**src/rtl/text_render_pipe_if.sv**
```systemverilog
// text_render_pipe_if: raster, memory and pixel bus of the text renderer.
//   slave  : renderer side (raster/timing, memory read data and palette
//            writes in; memory addresses, RGB and delayed timing out)
//   master : raster source / memory / display side
interface text_render_pipe_if #(
  parameter int CPW     = 2,
  parameter int VRAM_AW = 11
);
  logic [9:0]         DrawX;
  logic [9:0]         DrawY;
  logic               vde_in;
  logic               hs_in;
  logic               vs_in;
  logic [VRAM_AW-1:0] vram_addr;
  logic [16*CPW-1:0]  vram_q;
  logic [10:0]        font_addr;
  logic [7:0]         font_data;
  logic               pal_we;
  logic [3:0]         pal_addr;
  logic [11:0]        pal_wdata;
  logic [6:0]         cursor_col;
  logic [4:0]         cursor_row;
  logic [3:0]         Red;
  logic [3:0]         Green;
  logic [3:0]         Blue;
  logic               vde_out;
  logic               hs_out;
  logic               vs_out;

  modport slave (
    input  DrawX, DrawY, vde_in, hs_in, vs_in, vram_q, font_data,
           pal_we, pal_addr, pal_wdata, cursor_col, cursor_row,
    output vram_addr, font_addr, Red, Green, Blue, vde_out, hs_out, vs_out
  );

  modport master (
    output DrawX, DrawY, vde_in, hs_in, vs_in, vram_q, font_data,
           pal_we, pal_addr, pal_wdata, cursor_col, cursor_row,
    input  vram_addr, font_addr, Red, Green, Blue, vde_out, hs_out, vs_out
  );
endinterface

```
**src/rtl/text_render_pipe.sv**
```systemverilog
// text_render_pipe: 3-stage text-mode pixel renderer.
//   stage 0 (comb) : raster -> VRAM word address
//   stage 1        : slot select from vram_q -> font ROM address
//   stage 2        : glyph bit -> palette lookup, RGB registered at stage 3
// Ports: clk, reset (async, active high), bus (text_render_pipe_if.slave).
// Optional macro TEXT_RENDER_CURSOR_EN: blinking underline cursor driven by
// a frame counter on vs_in rising edges; without it the cursor ports are
// ignored and the blink phase is constantly 0.
module text_render_pipe #(
  parameter int COLS         = 80,
  parameter int ROWS         = 30,
  parameter int CPW          = 2,
  parameter int GLYPH_W      = 8,
  parameter int GLYPH_H      = 16,
  parameter int VRAM_AW      = 11,
  parameter int BLINK_FRAMES = 30
)(
  input logic             clk,
  input logic             reset,
  text_render_pipe_if.slave bus
);
  localparam int  LW  = $clog2(GLYPH_H);
  localparam int  SW  = (CPW > 1) ? $clog2(CPW) : 1;
  localparam int  WPR = COLS / CPW;
  localparam bit  CFG_OK = (GLYPH_W == 8) && (COLS % CPW == 0) &&
                           (CPW == 1 || CPW == 2 || CPW == 4) &&
                           ((1 << LW) == GLYPH_H) && (BLINK_FRAMES >= 1) &&
                           (ROWS * COLS / CPW <= (1 << VRAM_AW));

  if (!CFG_OK) begin : g_bad_cfg
    $error("text_render_pipe: illegal parameter combination");
  end

  // ---------------- stage 0: addressing ----------------
  logic [9:0]    col0, row0;
  logic          in_rng0, vld0, cur0, phase;
  logic [SW-1:0] slot0;
  logic [LW-1:0] line0;
  logic [2:0]    px0;

  always_comb begin
    col0    = bus.DrawX / 10'(GLYPH_W);
    row0    = bus.DrawY / 10'(GLYPH_H);
    in_rng0 = (32'(col0) < 32'(COLS)) && (32'(row0) < 32'(ROWS));
    vld0    = bus.vde_in & in_rng0;
    slot0   = SW'(32'(col0) % 32'(CPW));
    line0   = bus.DrawY[LW-1:0];
    px0     = bus.DrawX[2:0];
  end

  // Off-screen pixels fetch word 0; their vde is killed so the data is moot.
  assign bus.vram_addr = in_rng0 ?
    VRAM_AW'(32'(row0) * 32'(WPR) + 32'(col0) / 32'(CPW)) : '0;

`ifdef TEXT_RENDER_CURSOR_EN
  localparam int FW = $clog2(BLINK_FRAMES + 1);
  logic          vs_prev_q, phase_q;
  logic [FW-1:0] frame_q;

  always_ff @(posedge clk or posedge reset) begin
    if (reset) begin
      vs_prev_q <= 1'b0;
      frame_q   <= '0;
      phase_q   <= 1'b0;
    end else begin
      vs_prev_q <= bus.vs_in;
      if (bus.vs_in && !vs_prev_q) begin
        if (frame_q == FW'(BLINK_FRAMES - 1)) begin
          frame_q <= '0;
          phase_q <= ~phase_q;
        end else begin
          frame_q <= frame_q + 1'b1;
        end
      end
    end
  end

  // Underline cursor: bottom two glyph lines of the cursor cell.
  assign cur0  = (col0 == 10'(bus.cursor_col)) && (row0 == 10'(bus.cursor_row)) &&
                 (32'(line0) >= 32'(GLYPH_H - 2));
  assign phase = phase_q;
`else
  assign cur0  = 1'b0;
  assign phase = 1'b0;
`endif

  // ---------------- pipeline registers ----------------
  logic [SW-1:0]     slot1_q;
  logic [LW-1:0]     line1_q;
  logic [2:0]        px1_q, px2_q;
  logic              cur1_q, cur2_q, inv2_q;
  logic [3:0]        fg2_q, bg2_q;
  logic [3:1]        vld_pipe_q, hs_pipe_q, vs_pipe_q;
  logic [11:0]       rgb_q;
  logic [15:0][11:0] pal_q;

  // ---------------- stage 1: slot select, font address ----------------
  logic [15:0] slot1;
  assign slot1 = bus.vram_q[16*slot1_q +: 16];
  // Held at 0 during reset even if vram_q still carries stale data.
  assign bus.font_addr = reset ? '0 :
    11'(32'(slot1[14:8]) * 32'(GLYPH_H) + 32'(line1_q));

  // ---------------- stage 2: pixel bit, palette ----------------
  logic        bit2;
  logic [3:0]  idx2;
  logic [11:0] rgb_d;

  always_comb begin
    bit2  = bus.font_data[3'd7 - px2_q] ^ inv2_q ^ (cur2_q & phase);
    idx2  = bit2 ? fg2_q : bg2_q;
    // Palette is read before this edge's write lands: same-edge read sees old value.
    rgb_d = vld_pipe_q[2] ? pal_q[idx2] : 12'h000;
  end

  always_ff @(posedge clk or posedge reset) begin
    if (reset) begin
      slot1_q    <= '0;
      line1_q    <= '0;
      px1_q      <= '0;
      cur1_q     <= 1'b0;
      px2_q      <= '0;
      cur2_q     <= 1'b0;
      inv2_q     <= 1'b0;
      fg2_q      <= '0;
      bg2_q      <= '0;
      vld_pipe_q <= '0;
      hs_pipe_q  <= '0;
      vs_pipe_q  <= '0;
      rgb_q      <= '0;
      for (int i = 0; i < 16; i++) pal_q[i] <= {4'(i), 4'(i), 4'(i)};
    end else begin
      slot1_q    <= slot0;
      line1_q    <= line0;
      px1_q      <= px0;
      cur1_q     <= cur0;
      px2_q      <= px1_q;
      cur2_q     <= cur1_q;
      inv2_q     <= slot1[15];
      fg2_q      <= slot1[7:4];
      bg2_q      <= slot1[3:0];
      vld_pipe_q <= {vld_pipe_q[2:1], vld0};
      hs_pipe_q  <= {hs_pipe_q[2:1], bus.hs_in};
      vs_pipe_q  <= {vs_pipe_q[2:1], bus.vs_in};
      rgb_q      <= rgb_d;
      if (bus.pal_we) pal_q[bus.pal_addr] <= bus.pal_wdata;
    end
  end

  assign bus.Red     = rgb_q[11:8];
  assign bus.Green   = rgb_q[7:4];
  assign bus.Blue    = rgb_q[3:0];
  assign bus.vde_out = vld_pipe_q[3];
  assign bus.hs_out  = hs_pipe_q[3];
  assign bus.vs_out  = vs_pipe_q[3];
endmodule

```
**src/flat_wrapper.sv**
```systemverilog
// flat-port wrapper written by rule: the top's interface ports become plain ports
module text_render_pipe_flat 
#(
  parameter int COLS         = 80,
  parameter int ROWS         = 30,
  parameter int CPW          = 2,
  parameter int GLYPH_W      = 8,
  parameter int GLYPH_H      = 16,
  parameter int VRAM_AW      = 11,
  parameter int BLINK_FRAMES = 30
)
  (clk, reset, bus_DrawX, bus_DrawY, bus_vde_in, bus_hs_in, bus_vs_in, bus_vram_q, bus_font_data, bus_pal_we, bus_pal_addr, bus_pal_wdata, bus_cursor_col, bus_cursor_row, bus_vram_addr, bus_font_addr, bus_Red, bus_Green, bus_Blue, bus_vde_out, bus_hs_out, bus_vs_out);
  text_render_pipe_if #(.CPW(CPW), .VRAM_AW(VRAM_AW)) bus_i ();
  input logic clk;
  input logic reset;
  input wire logic [$bits(bus_i.DrawX)-1:0] bus_DrawX;
  input wire logic [$bits(bus_i.DrawY)-1:0] bus_DrawY;
  input wire logic [$bits(bus_i.vde_in)-1:0] bus_vde_in;
  input wire logic [$bits(bus_i.hs_in)-1:0] bus_hs_in;
  input wire logic [$bits(bus_i.vs_in)-1:0] bus_vs_in;
  input wire logic [$bits(bus_i.vram_q)-1:0] bus_vram_q;
  input wire logic [$bits(bus_i.font_data)-1:0] bus_font_data;
  input wire logic [$bits(bus_i.pal_we)-1:0] bus_pal_we;
  input wire logic [$bits(bus_i.pal_addr)-1:0] bus_pal_addr;
  input wire logic [$bits(bus_i.pal_wdata)-1:0] bus_pal_wdata;
  input wire logic [$bits(bus_i.cursor_col)-1:0] bus_cursor_col;
  input wire logic [$bits(bus_i.cursor_row)-1:0] bus_cursor_row;
  output wire logic [$bits(bus_i.vram_addr)-1:0] bus_vram_addr;
  output wire logic [$bits(bus_i.font_addr)-1:0] bus_font_addr;
  output wire logic [$bits(bus_i.Red)-1:0] bus_Red;
  output wire logic [$bits(bus_i.Green)-1:0] bus_Green;
  output wire logic [$bits(bus_i.Blue)-1:0] bus_Blue;
  output wire logic [$bits(bus_i.vde_out)-1:0] bus_vde_out;
  output wire logic [$bits(bus_i.hs_out)-1:0] bus_hs_out;
  output wire logic [$bits(bus_i.vs_out)-1:0] bus_vs_out;
  assign bus_i.DrawX = bus_DrawX;
  assign bus_i.DrawY = bus_DrawY;
  assign bus_i.vde_in = bus_vde_in;
  assign bus_i.hs_in = bus_hs_in;
  assign bus_i.vs_in = bus_vs_in;
  assign bus_i.vram_q = bus_vram_q;
  assign bus_i.font_data = bus_font_data;
  assign bus_i.pal_we = bus_pal_we;
  assign bus_i.pal_addr = bus_pal_addr;
  assign bus_i.pal_wdata = bus_pal_wdata;
  assign bus_i.cursor_col = bus_cursor_col;
  assign bus_i.cursor_row = bus_cursor_row;
  assign bus_vram_addr = bus_i.vram_addr;
  assign bus_font_addr = bus_i.font_addr;
  assign bus_Red = bus_i.Red;
  assign bus_Green = bus_i.Green;
  assign bus_Blue = bus_i.Blue;
  assign bus_vde_out = bus_i.vde_out;
  assign bus_hs_out = bus_i.hs_out;
  assign bus_vs_out = bus_i.vs_out;
  text_render_pipe #(.COLS(COLS), .ROWS(ROWS), .CPW(CPW), .GLYPH_W(GLYPH_W), .GLYPH_H(GLYPH_H), .VRAM_AW(VRAM_AW), .BLINK_FRAMES(BLINK_FRAMES)) u_core (.clk(clk), .reset(reset), .bus(bus_i));
endmodule
```
**config.mk**
```make
export PLATFORM = sky130hd
export DESIGN_NAME = text_render_pipe_flat
export DESIGN_NICKNAME = d
export VERILOG_FILES = /design/src/rtl/text_render_pipe_if.sv /design/src/rtl/text_render_pipe.sv /design/src/flat_wrapper.sv
export SDC_FILE = /design/constraint.sdc
export NUM_CORES = 1
export LEC_CHECK = 0
export BUFFER_PORTS_ARGS = -buffer_cell sky130_fd_sc_hd__buf_2
export CORE_ASPECT_RATIO = 1.25
export CORE_MARGIN = 5
export CORE_UTILIZATION = 63
export DETAILED_ROUTE_END_ITERATION = 10
export HOLD_SLACK_MARGIN = 0.15
export PLACE_DENSITY = 0.82
export SLEW_MARGIN = 20
export SYNTH_ARGS = -nofsm -noshare
export SYNTH_HDL_FRONTEND = slang
export SYNTH_SLANG_ARGS = --single-unit
```
**constraint.sdc**
```tcl
create_clock -name clk -period 14.8 [get_ports clk]
set_input_delay 0.74 -clock clk [delete_from_list [all_inputs] [get_ports clk]]
set_output_delay 0.74 -clock clk [all_outputs]
set_load 0.01 [all_outputs]
```
==> out/qor.csv, run 1 <==
stage,metric,value,unit
floorplan,core_area,17500,sq um
yosys,synth_edf_count,0,
global_routing,grt.overflow.total,0,
sta,hold_violations,0,
floorplan,core.rowCount,54,
power,internal_power,1.32,mW
global_routing,grt_pass1_vias,8236,
run,max_cap_violations,0,
detailed_routing,firstDrtPassIters,5,
detailed_routing,drtAntennaViolNets,0,
sta,slew_viol_final,0,
clocking,ctsHoldBuffers,0,
global_routing,grt_antenna_before_repair,0,
detailed_routing,post_drt_via_cell_ratio,6.18,
yosys,synth_top_area_cell,dfrtp_1,
min_path,worstHoldPathType,in -> reg,
power,switchingPower,0.482,mW
clocking,cts_made_buffers,22,
finish,syn2layout_area_growth,12.8,%
yosys,synth_cell_type_count,50,
run_status,status,"finished, final reports clean",
sta,rsz0062_at_grt,no,
place,gp_congestion,0.814,
power,switching_share,26.7,%
sta,min_period_over_period,26.2,%
yosys,synthTopCellsByArea,"dfrtp_1, dfstp_2, mux2_2",
place,io_buffers,118,
global_routing,track_usage,26.5,%
clocking,clock_sinks,233,
critical_path,critical_path_peak_fanout,16,
yosys,yosys-top-cells-count,"mux2_2, dfrtp_1, dfstp_2",
power,max-vdd-ir-drop,0.103,mV
clocking,cts_max_path_buffers,3,
yosys,synth.most_common_cell,mux2_2,
floorplan,die_area,20600,sq um
place,dp_hpwl,16500,um
yosys,synth.yosys.warnings,0,
sta,fin_setup_tns,0,ns
critical_path,crit_arrival,4.26,ns
yosys,synthCells,911,
finish,final_cells,1238,
clocking,root_buffer,clkbuf_16,
clocking,cts_resized,0,
yosys,synth-seq-area-share,53.0,%
power,seqPwrFrac,48.7,%
power,total_leakage_power,5.53,nW
floorplan,die_x,129,um
detailed_routing,wire_per_inst,21.8,um
global_routing,grt_first_pass_wirelength,43300,um
detailed_routing,drt-initial-drc-count,608,
power,p_clk_share,31.5,%
yosys,synth-async-reset-ratio,100,%
yosys,yosysTopAreaCellShare,30.5,%
clocking,cts_tree,yes,
yosys,synth_area_per_cell,12.3,sq um
sta,setup_viol,0,
yosys,synth_fp_nets,1018,
power,powerDensity,142,nW/um^2
critical_path,end_kind,flip-flop,
finish,diodes,0,
place,placedCellCount,1198,
floorplan,initial_core_util,64.1,%
detailed_routing,drt_wl_total,26900,um
sta,clock_skew,0.00583,ns
power,fin_total_pwr,1.80,mW
clocking,htreeDepth,1,
yosys,ys_ff_latch,233,
sta,clock.fmax,258,MHz
floorplan,io_pins,131,
floorplan,die_y,159,um
sta,period_needed,3.87,ns
detailed_routing,drc,0,
power,power_frac_comb,19.8,%
finish,fin_nets,1105,
sta,relSlewSlack,28.1,%
clocking,post_cts_buffers,0,
global_routing,grt_max_degree,152,
critical_path,worst-setup-path-type,reg -> reg,
detailed_routing,vias,7653,
critical_path,required,15.18,ns
sta,tightest_slew,1.08,ns
clocking,clk_latency,0.50,ns
clocking,clkSlewWorstSetupHoldPaths,0.06,ns
critical_path,startpoint_type,flip-flop,
yosys,yosys_most_used_dff,dfrtp_1,
finish,drive_gt1_share,47.1,%
yosys,netlist_area,11200,sq um
critical path, cell delays in order, from the launching register on:
cell and delay, ns:
dfrtp_1 0.39, mux4_2 0.55, mux2_4 0.37, a21oi_4 0.49
nor2_1 0.29, buf_4 0.27, a2111oi_0 0.89, a311oi_1 0.13
a211o_1 0.35
cell usage in the layout (no fill, tap or decap), types with 22 or more instances in the layout:
cell	instances
o21ai_0	30
inv_1	35
nand2_1	57
buf_2	118
nor3_1	23
a211oi_1	22
clkbuf_16	24
mux2i_1	38
nor2_1	25
dfstp_2	96
dfrtp_1	137
mux2_2	199
stage by stage:
stage	hold WS, ns	utilization [%]	setup slack (ns)	area (sq um)
after global placement	0.333	68.2	10.58	11900
final	0.340	72.4	10.93	12700
after floorplan	0.331	-	7.63	11200
after CTS	0.331	72.3	10.95	12700
after detailed placement	0.335	68.2	10.56	11900
after global routing	0.327	72.4	10.72	12700
final cells by class:
cell class | instances | area, sq um
tap | 224 | 280
sequential | 233 | 5950
multi-input combinational | 575 | 4870
timing repair buffer | 130 | 684
clock inverter | 5 | 50.0
fill | 1207 | 4840
clock buffer | 35 | 682
inverter | 36 | 143
routing by layer:
metal	vias to the layer above	global-route usage (%)	wire [um]
met1	3863	33.7	10400
met3	60	3.99	1730
li1	3449	-	-
met2	281	45.6	14000
met5	-	0	0
met4	0	9.84	876
final timing paths:
kind	endpoint	cells past startpoint	start	slack, ns
setup reg to reg	u_core.rgb_q[6]	8	u_core.px2_q[1]	10.93
min in group asynchronous	u_core.line1_q[1]	2	reset	0.56
hold / removal	u_core.hs_pipe_q[1]	1	bus_hs_in	0.34
max in group asynchronous	u_core.pal_q[26]	3	reset	12.97
hold reg to reg	u_core.px2_q[1]	0	u_core.px1_q[1]	0.35
setup / recovery	u_core.rgb_q[6]	8	u_core.px2_q[1]	10.93
flip-flops by register name, indices dropped and copies added, names as in the netlist, 3 cells and up:
name / flops
u_core.bg2_q: 4
u_core.px1_q: 3
u_core.vs_pipe_q: 3
u_core.hs_pipe_q: 3
u_core.px2_q: 3
u_core.vld_pipe_q: 3
u_core.rgb_q: 12
u_core.pal_q: 192
u_core.fg2_q: 4
u_core.line1_q: 4
logic make-up after synthesis:
| kind of cell | Yosys count | synth area share, % |
|---|---|---|
| mux | 249 | 24.8 |
| fa+ha+maj | 13 | 1.58 |
| xor+xnor | 9 | 0.702 |
| simple gates | 177 | 7.67 |
| compound gates | 127 | 8.44 |
| flops | 233 | 53.0 |
| buf+inv | 103 | 3.78 |
power by group through the flow:
stage / clock [mW] / combinational (mW) / sequential [mW]
floorplan: 0 / 0.276 / 0.864
global placement: 0 / 0.340 / 0.874
detailed placement: 0 / 0.353 / 0.884
CTS: 0.572 / 0.357 / 0.876
global route: 0.601 / 0.392 / 0.891
finish: 0.569 / 0.357 / 0.878
Power figures use the tool's default switching activity.
==> run 2: changes to the inputs <==
- ABC_AREA: unset -> 1
- CORE_UTILIZATION: 63 -> 58
- PLACE_DENSITY: 0.82 -> 0.77
- clock period: 14.8 -> 3.6 ns (I/O delays scaled with it)
==> out/qor.csv, run 2 <==
stage,metric,value,unit,change
run_status,status,"finished, final reports clean",,unchanged
critical_path,end_kind,flip-flop,,unchanged
yosys,synth_cell_type_count,27,,was 50
sta,period_needed,2.95,ns,was 3.87 ns
place,gp_congestion,0.797,,was 0.814
critical_path,startpoint_type,flip-flop,,unchanged
critical_path,crit_start,u_core.px2_q[0],,was u_core.px2_q[1]
yosys,synth_top_area_cell,dfrtp_1,,unchanged
finish,fin_nets,1560,,"was 1,105"
critical_path,worst-setup-path-type,reg -> reg,,unchanged
critical_path,rrSetupSlack,0.65,ns,was 10.93 ns
sta,slew_viol_final,0,,unchanged
yosys,synth-async-reset-ratio,100,%,unchanged
detailed_routing,wire_per_inst,17.0,um,was 21.8 um
sta,hold_violations,0,,unchanged
yosys,netlist_area,10900,sq um,"was 11,200 sq um"
detailed_routing,drt_wl_total,28900,um,"was 26,900 um"
global_routing,grt.overflow.total,0,,unchanged
yosys,synthTopCellsByArea,"dfrtp_1, dfstp_2, nand2_1",,"was dfrtp_1, dfstp_2, mux2_2"
power,switchingPower,2.29,mW,was 0.482 mW
finish,final_cells,1704,,"was 1,238"
critical_path,critical_path_peak_fanout,25,,was 16
power,internal_power,5.81,mW,was 1.32 mW
sta,setup_viol,0,,unchanged
finish,final_common_cell,nand2_1,,was mux2_2
floorplan,die_y,163,um,was 159 um
place,io_buffers,118,,unchanged
finish,final_area,12900,sq um,"was 12,700 sq um"
global_routing,track_usage,26.8,%,was 26.5%
power,total_leakage_power,6.16,nW,was 5.53 nW
clocking,root_buffer,clkbuf_16,,unchanged
finish,most-common-layout-cells,"nand2_1, nor2_1, nand3_1",,"was mux2_2, dfrtp_1, buf_2"
detailed_routing,vias,9525,,"was 7,653"
yosys,synthCells,1339,,was 911
sta,fin_setup_tns,0,ns,unchanged
yosys,synth_fp_nets,1446,,"was 1,018"
detailed_routing,post_drt_via_cell_ratio,5.59,,was 6.18
yosys,synth.most_common_cell,nand2_1,,was mux2_2
floorplan,io_pins,131,,unchanged
power,p_clk_share,36.3,%,was 31.5%
yosys,synth.yosys.warnings,0,,unchanged
yosys,yosys_most_used_dff,dfrtp_1,,unchanged
run,max_cap_violations,0,,unchanged
critical_path,crit_arrival,3.35,ns,was 4.26 ns
yosys,synth_edf_count,0,,unchanged
clocking,clkSlewWorstSetupHoldPaths,0.06,ns,about the same
sta,rsz0062_at_grt,no,,unchanged
global_routing,grt_pass1_vias,9220,,"was 8,236"
detailed_routing,drc,0,,unchanged
power,seqPwrFrac,44.1,%,was 48.7%
finish,top_register,u_core.pal_q,,unchanged
yosys,ys_ff_latch,233,,unchanged
clocking,htreeDepth,1,,unchanged
finish,drive_gt1_share,20.3,%,was 47.1%
sta,clock_skew,0.00686,ns,was 0.00583 ns
power,max-vdd-ir-drop,0.408,mV,was 0.103 mV
detailed_routing,firstDrtPassIters,5,,unchanged
finish,diodes,0,,unchanged
clocking,clock_sinks,233,,unchanged
finish,ff_latch_area,5950,sq um,unchanged
sta,tightest_slew,1.07,ns,was 1.08 ns
place,dp_hpwl,16900,um,"was 16,500 um"
floorplan,core_area,18600,sq um,"was 17,500 sq um"
power,powerDensity,626,nW/um^2,was 142 nW/um^2
yosys,synth_area_per_cell,8.14,sq um,was 12.3 sq um
global_routing,grt_max_degree,142,,was 152
power,power_frac_comb,19.6,%,was 19.8%
place,placed_area,11600,sq um,"was 11,900 sq um"
clocking,clk_latency,0.52,ns,was 0.50 ns
clocking,cts_tree,yes,,unchanged
finish,final.fill_count,1489,,"was 1,207"
detailed_routing,drt-initial-drc-count,818,,was 608
clocking,cts_made_buffers,25,,was 22
power,switching_share,28.3,%,was 26.7%
finish,syn2layout_area_growth,18.6,%,was 12.8%
yosys,yosysTopAreaCellShare,31.5,%,was 30.5%
global_routing,grt_first_pass_wirelength,46700,um,"was 43,300 um"
floorplan,core.rowCount,56,,was 54
min_path,min_from,bus_pal_wdata[8],,was bus_hs_in
finish,largest_register_ffs,192,,unchanged
finish,multiInputGateArea,4340,sq um,was 4870 sq um
clocking,post_cts_buffers,0,,unchanged
sta,min_period_over_period,81.8,%,was 26.2%
critical_path,required,4.01,ns,was 15.18 ns
sta,relSlewSlack,28.4,%,was 28.1%
global_routing,grt_antenna_before_repair,0,,unchanged
min_path,worstHoldPathType,in -> reg,,unchanged
floorplan,initial_core_util,58.5,%,was 64.1%
floorplan,die_x,133,um,was 129 um
sta,clock.fmax,340,MHz,was 258 MHz
critical_path,worstReg2RegStart,u_core.px2_q[0],,was u_core.px2_q[1]
detailed_routing,drtAntennaViolNets,0,,unchanged
yosys,synth-seq-area-share,54.6,%,was 53.0%
yosys,yosys-top-cells-count,"nand2_1, nor2_1, nand3_1",,"was mux2_2, dfrtp_1, dfstp_2"
finish,reg_top3,"u_core.pal_q: 192 flops, u_core.rgb_q: 12 flops",,unchanged
clocking,cts_max_path_buffers,3,,unchanged
place,placedCellCount,1623,,"was 1,198"
power,fin_total_pwr,8.10,mW,was 1.80 mW
floorplan,die_area,21700,sq um,"was 20,600 sq um"
==> run 2: power by group through the flow <==
stage | Clock [mW] | Sequential [mW] | Combinational [mW]
4_1_cts | 2.96 | 3.56 | 1.57
3_5_place_dp | 0 | 3.59 | 1.53
5_1_grt | 3.09 | 3.63 | 1.82
2_1_floorplan | 0 | 3.54 | 1.17
6_report | 2.94 | 3.57 | 1.59
3_3_place_gp | 0 | 3.57 | 1.48
==> run 2: through the flow <==
step / hold WS (ns) / worst slack (ns) / util (%)
after floorplan: 0.211 / -0.404 / -
after global routing: 0.215 / 0.390 / 69.3
after global placement: 0.288 / 0.741 / 62.1
after detailed placement: 0.289 / 0.656 / 62.1
final: 0.177 / 0.655 / 69.3
after CTS: 0.163 / 0.622 / 69.1
==> run 2: final timing paths <==
path                                             to  cells past startpoint
worst max register to register      u_core.rgb_q[3]                     13
worst min register to register  u_core.vs_pipe_q[3]                      0
worst min-delay path              u_core.pal_q[176]                      3
worst max-delay path                u_core.rgb_q[3]                     13
min in group asynchronous       u_core.hs_pipe_q[3]                      3
max in group asynchronous          u_core.pal_q[87]                      4
==> run 2: kinds of logic after synthesis <==
| kind of cell | Yosys count | synth area share [%] |
|---|---|---|
| simple gates | 720 | 27.2 |
| flops | 233 | 54.6 |
| compound gates | 224 | 10.5 |
| buf+inv | 146 | 5.85 |
| fa+ha+maj | 13 | 1.63 |
| xor+xnor | 3 | 0.241 |
==> run 2: timing repair <==
| action | 4_1_cts | 5_1_grt |
|---|---|---|
| hold buffers | 33 | 0 |
| endpoints found under the hold margin | 48 | 0 |
| resized for setup | 0 | 0 |
==> run 2: critical path: stages (launching register included) <==
cell     delay [ns]
dfrtp_1        0.43
inv_2          0.10
nand2_1        0.05
nand3_1        0.08
nand3_2        0.10
nand3_1        0.17
nand2_2        0.13
o21ai_4        0.69
buf_4          0.46
nand3_1        0.13
nand3_1        0.15
nand3_1        0.16
nand2_1        0.11
nor2_1         0.05
==> run 2: metal layers <==
metal / global-route usage [%] / share of wire [%] / vias up
li1: - / - / 4561
met1: 35.1 / 41 / 4527
met2: 45.5 / 48 / 376
met3: 4.74 / 7.5 / 61
met4: 8.93 / 3.0 / 0
met5: 0 / 0 / -
==> run 2: final cells by class <==
type / count / area share (%)
clock buffers: 32 / 5.51
clock inverters: 14 / 1.98
inverters: 60 / 1.77
multi-input cells: 960 / 33.6
flip-flops and latches: 233 / 46.0
well taps: 232 / 2.25
repair buffers: 173 / 8.88
